`src/rtl/oh_par2ser_ctrl.sv`:
```
// rtl/oh_par2ser_ctrl.sv - parallel-to-serial transmitter with load handshake and beat counter
module oh_par2ser_ctrl #(
  parameter int PW = 64,
  parameter int SW = 1,
  parameter int CW = $clog2(PW/SW)
) (
  input  logic          clk,
  input  logic          nreset,
  input  logic [PW-1:0] din,
  input  logic          load,
  output logic          ready,
  input  logic [CW:0]   datasize,
  input  logic          lsbfirst,
  input  logic          shift,
  output logic [SW-1:0] dout,
  output logic          access_out,
  output logic          done
);

  localparam int NB = PW / SW;
  localparam logic [CW:0] NB_C = NB[CW:0];
  localparam logic [CW:0] ONE  = 1;

  typedef enum logic {IDLE, SEND} state_t;

  state_t        state_q, state_d;
  logic [PW-1:0] sreg_q, sreg_d;
  logic [CW:0]   count_q, count_d;
  logic [CW:0]   eff_size;
  logic          lsb_q, lsb_d;
  logic          done_q, done_d;
  logic          last_beat;
  logic          accept;

  // Zero or oversize requests fall back to a full word.
  assign eff_size  = (datasize == '0 || datasize > NB_C) ? NB_C : datasize;
  assign last_beat = (state_q == SEND) && shift && (count_q == ONE);
  assign ready     = (state_q == IDLE) || last_beat;
  assign accept    = load && ready;

  always_ff @(posedge clk or negedge nreset) begin
    if (!nreset) begin
      state_q <= IDLE;
      sreg_q  <= '0;
      count_q <= '0;
      lsb_q   <= 1'b0;
      done_q  <= 1'b0;
    end else begin
      state_q <= state_d;
      sreg_q  <= sreg_d;
      count_q <= count_d;
      lsb_q   <= lsb_d;
      done_q  <= done_d;
    end
  end

  always_comb begin
    state_d = state_q;
    sreg_d  = sreg_q;
    count_d = count_q;
    lsb_d   = lsb_q;
    done_d  = last_beat;
    if (accept) begin
      sreg_d  = din;
      lsb_d   = lsbfirst;
      count_d = eff_size;
      state_d = SEND;
    end else if (state_q == SEND && shift) begin
      if (last_beat) begin
        state_d = IDLE;
      end else begin
        sreg_d  = lsb_q ? (sreg_q >> SW) : (sreg_q << SW);
        count_d = count_q - ONE;
      end
    end
  end

  always_comb begin
    access_out = (state_q == SEND);
    done       = done_q;
    dout       = '0;
    if (state_q == SEND) begin
      dout = lsb_q ? sreg_q[SW-1:0] : sreg_q[PW-1:PW-SW];
    end
  end

endmodule
```
`config.mk`:
```
export PLATFORM = sky130hd
export DESIGN_NAME = oh_par2ser_ctrl
export DESIGN_NICKNAME = d
export VERILOG_FILES = /design/src/rtl/oh_par2ser_ctrl.sv
export SDC_FILE = /design/constraint.sdc
export NUM_CORES = 1
export LEC_CHECK = 0
export BUFFER_PORTS_ARGS = -buffer_cell sky130_fd_sc_hd__buf_2
export CAP_MARGIN = 20
export CORE_MARGIN = 8
export CORE_UTILIZATION = 50
export DETAILED_ROUTE_END_ITERATION = 8
export PLACE_DENSITY = 0.87
export SKIP_LAST_GASP = 1
export SLEW_MARGIN = 20
export SYNTH_ARGS = -nofsm -noshare
export SYNTH_HDL_FRONTEND = slang
export SYNTH_SLANG_ARGS = --single-unit
```
`constraint.sdc`:
```
create_clock -name clk -period 1.9 [get_ports clk]
set_input_delay 0.095 -clock clk [delete_from_list [all_inputs] [get_ports clk]]
set_output_delay 0.095 -clock clk [all_outputs]
set_load 0.1 [all_outputs]
```
==> impl_metrics.py <==
metrics = {
    "routing": {
        "drt_iter0_drc": 296,
        "met2WireLength_um": 5685,
        "highest_layer": "met4",
        "drtPass1Iterations": 6,
        "wl_met3_um": 708,
        "drt-met1-wl_um": 5080,
        "vias": 3716,
        "wirelength_um": 11770,
        "route.antenna.remaining_nets": 0,
        "viasPerCell": 5.994,
        "drc": 0,
        "wire_per_inst_um": 18.99,
    },
    "synthesis": {
        "synth-edff-count": 0,
        "synth-xor-area-share_pct": 0.2209,
        "synth_area_mm2": 0.003965,
        "synth_top_family_by_area": "compound AO/OA/AOI/OAI gates",
        "synth_seq_cells": 74,
        "ys_warn_count": 0,
        "syn_nets": 443,
        "synth_ff_type": "dfrtp_1",
        "async_reset_ff_share_pct": 100.0,
        "muxShareOfSynthArea_pct": 16.41,
        "synth_fa_ha_area_share_pct": 0.6311,
        "synth-seq-area-share_pct": 46.70,
        "syn_inst": 365,
        "syn_avg_cell_area_um2": 10.86,
        "synth-simple-area-share_pct": 11.90,
        "synth_cell_types": 39,
        "synth_compound_area_share_pct": 20.13,
    },
    "placement": {
        "gp_congestion": 0.8790,
        "hpwl_um": 7287,
        "port_buffers": 79,
        "dp_cells": 539,
    },
    "sta": {
        "worst_hold_slack_ns": 0.007669,
        "drv_slew": 0,
        "fin_crit_ns": 1.943,
        "setup_viol": 32,
        "hold_viol_final": 0,
        "rsz0062_at_grt": "true",
        "max_freq_ghz": 0.5147,
        "timing.final.ws_setup_ns": -0.04286,
        "fin_crit_sh_pct": 102.3,
        "tightest_slew_ns": 0.7371,
        "skew_ns": 0.008905,
        "slew_headroom_pct": 50.86,
    },
    "finish": {
        "register_area_mm2": 0.001859,
        "multiInputGateArea_mm2": 0.002027,
        "final_cells": 620,
        "num-fill-cells": 543,
        "n_antenna_cell": 0,
        "drive_above_1_share_pct": 27.22,
        "fin_nets": 591,
        "area_growth_pct": 40.33,
        "mostFrequentLayoutCells": "buf_2, dfrtp_1, nor2_1",
        "final_common_cell": "buf_2",
    },
    "flow_run": {
        "drv_cap": 0,
    },
    "global_routing": {
        "antenna_found_initial": 0,
        "grt_pass1_vias": 3872,
        "overflow": 0,
        "track_usage_pct": 21.38,
        "grt_first_pass_wirelength_um": 19440,
        "grt_max_degree": 63,
    },
    "status": {
        "outcome": "finished with violations",
        "violations": "negative setup slack",
    },
    "power": {
        "combPwrFrac_pct": 43.1,
        "pwr-share-clk_pct": 16.8,
        "max-vdd-ir-drop_v": 0.001142,
        "leakagePower_nw": 2.690,
        "intPower_mw": 4.464,
        "swShare_pct": 38.02,
        "power_mw": 7.203,
        "cellPowerDensity_mw_per_mm2": 1295,
        "power_frac_seq_pct": 40.1,
        "p_switching_mw": 2.739,
    },
    "clocking": {
        "htreeDepth": 3,
        "numCtsBuffers": 9,
        "clock_sinks": 74,
        "path_clk_slew_ns": 0.08,
        "clockRootBuffer": "clkbuf_8",
        "cts_tree": "built",
        "clkLatencyLatePin_ns": 0.36,
        "clk_path_buf_depth": 2,
    },
    "setup_path": {
        "cp-start-kind": "register",
        "critPathKind": "register to register",
        "crit_arrival_ns": 2.22,
        "max_stage_delay_ns": 0.48,
        "crit_required_ns": 2.18,
        "crit_path_end_kind": "register",
        "crit_path_max_fanout": 18,
        "cp_slowest_cell": "or4b_4",
        "cp_cell_sequence": "inv_2 -> ha_4 -> or4b_4 -> o31ai_4 -> buf_4 -> buf_12 -> a221o_1",
    },
    "floorplan": {
        "die_width_um": 105.1,
        "start_util_pct": 51.58,
        "rows": 32,
        "dieArea_mm2": 0.01104,
        "core_area_mm2": 0.007687,
        "ios": 80,
        "fp.dieH_um": 105.1,
    },
    "hold_path": {
        "hold_class": "input port to register",
    },
}
-- kinds of logic (layout without fill, tap and decap cells) --
group | after synthesis | count (layout)
AND/OR/NAND/NOR | 103 | 103
AO/OA/AOI/OAI | 87 | 87
buffers and inverters | 33 | 186
XOR/XNOR | 1 | 1
multiplexers | 65 | 65
flip-flops | 74 | 74
adder cells (fa/ha/maj) | 2 | 2
-- state kept, by name, summed over array words and instances (netlist names) --
register / flops
access_out: 1
count_q: 7
done: 1
lsb_q: 1
sreg_q: 64
-- through the flow --
step	utilization [%]	TNS, ns	instance area, um2	setup WS [ns]
4_1_cts	70.62	-2.189	5429	-0.05898
3_5_place_dp	60.71	-4.082	4667	-0.1347
2_1_floorplan	-	0	3996	0.003722
6_report	72.38	-0.2934	5564	-0.04286
5_1_grt	72.38	-3.677	5564	-0.09763
3_3_place_gp	60.71	-1.898	4667	-0.05478
-- synthesized netlist by cell type (all sizes together) (2+ instances only) --
cell type  instances  area, um2
buf               24      125.1
a21oi              8      40.04
dfrtp             74       1852
nor4b              2      23.77
nor2              70      262.8
clkbuf             5      18.77
inv                4      15.01
or4                2      15.01
ha                 2      25.02
nand3              3      15.01
nand2b             5      31.28
nor3               3      15.01
o221a              2      22.52
a221o             62      620.6
mux2i             65      650.6
o211ai             2      15.01
nand3b             4      30.03
nand2              9      33.78
o21ai              4      23.77
-- worst max-delay path, delay by kind of cell, from the launching register on --
kind / cells / cell delay (ns)
flip-flops: 1 / 0.39
adder cells (fa/ha/maj): 1 / 0.14
buffers and inverters: 3 / 0.42
AO/OA/AOI/OAI: 2 / 0.45
AND/OR/NAND/NOR: 1 / 0.48
-- power by group through the flow --
| stage | Clock, mW | Combinational, mW | Sequential, mW |
|---|---|---|---|
| final | 1.21 | 3.10 | 2.89 |
| after global routing | 1.29 | 3.38 | 2.98 |
| after floorplan | 0 | 2.21 | 2.64 |
| after CTS | 1.21 | 3.00 | 2.86 |
| after global placement | 0 | 2.73 | 2.84 |
| after detailed placement | 0 | 2.87 | 2.86 |
-- repair_timing --
item                                   in CTS  in global routing
setup endpoints to repair                  65                 71
resized for setup                           6                  4
gates cloned                                0                  2
pin swaps                                   2                  3
hold buffers                               54                  4
buffers inserted                            1                  4
endpoints found under the hold margin     108                  4
-- path summary, 6_finish.rpt --
kind | from | end | slack (ns) | depth (start not counted)
min | din[28] | sreg_q[28] | 0.008 | 2
max | count_q[1] | sreg_q[12] | -0.04 | 7
max in group asynchronous | nreset | sreg_q[17] | 0.88 | 3
min in group asynchronous | nreset | sreg_q[57] | 0.35 | 2
max reg2reg | count_q[1] | sreg_q[12] | -0.04 | 7
min reg2reg | count_q[5] | done | 0.54 | 1
-- per-layer routing --
layer,global-route usage [%],vias to the layer above
met5,0,-
met4,8.155,0
met3,5.590,30
met2,33.71,165
met1,27.49,1830
li1,-,1691
-- layout make-up --
cell class                      count  share of cell area, %
Multi-Input combinational cell    258                  36.43
Sequential cell                    74                  33.42
Timing Repair Buffer              166                  24.26
Clock buffer                       10                  2.294
Tap cell                          102                  2.294
Clock inverter                      6                  1.034
Inverter                            4                 0.2698
Note: power is estimated with default switching activity, not from simulation.
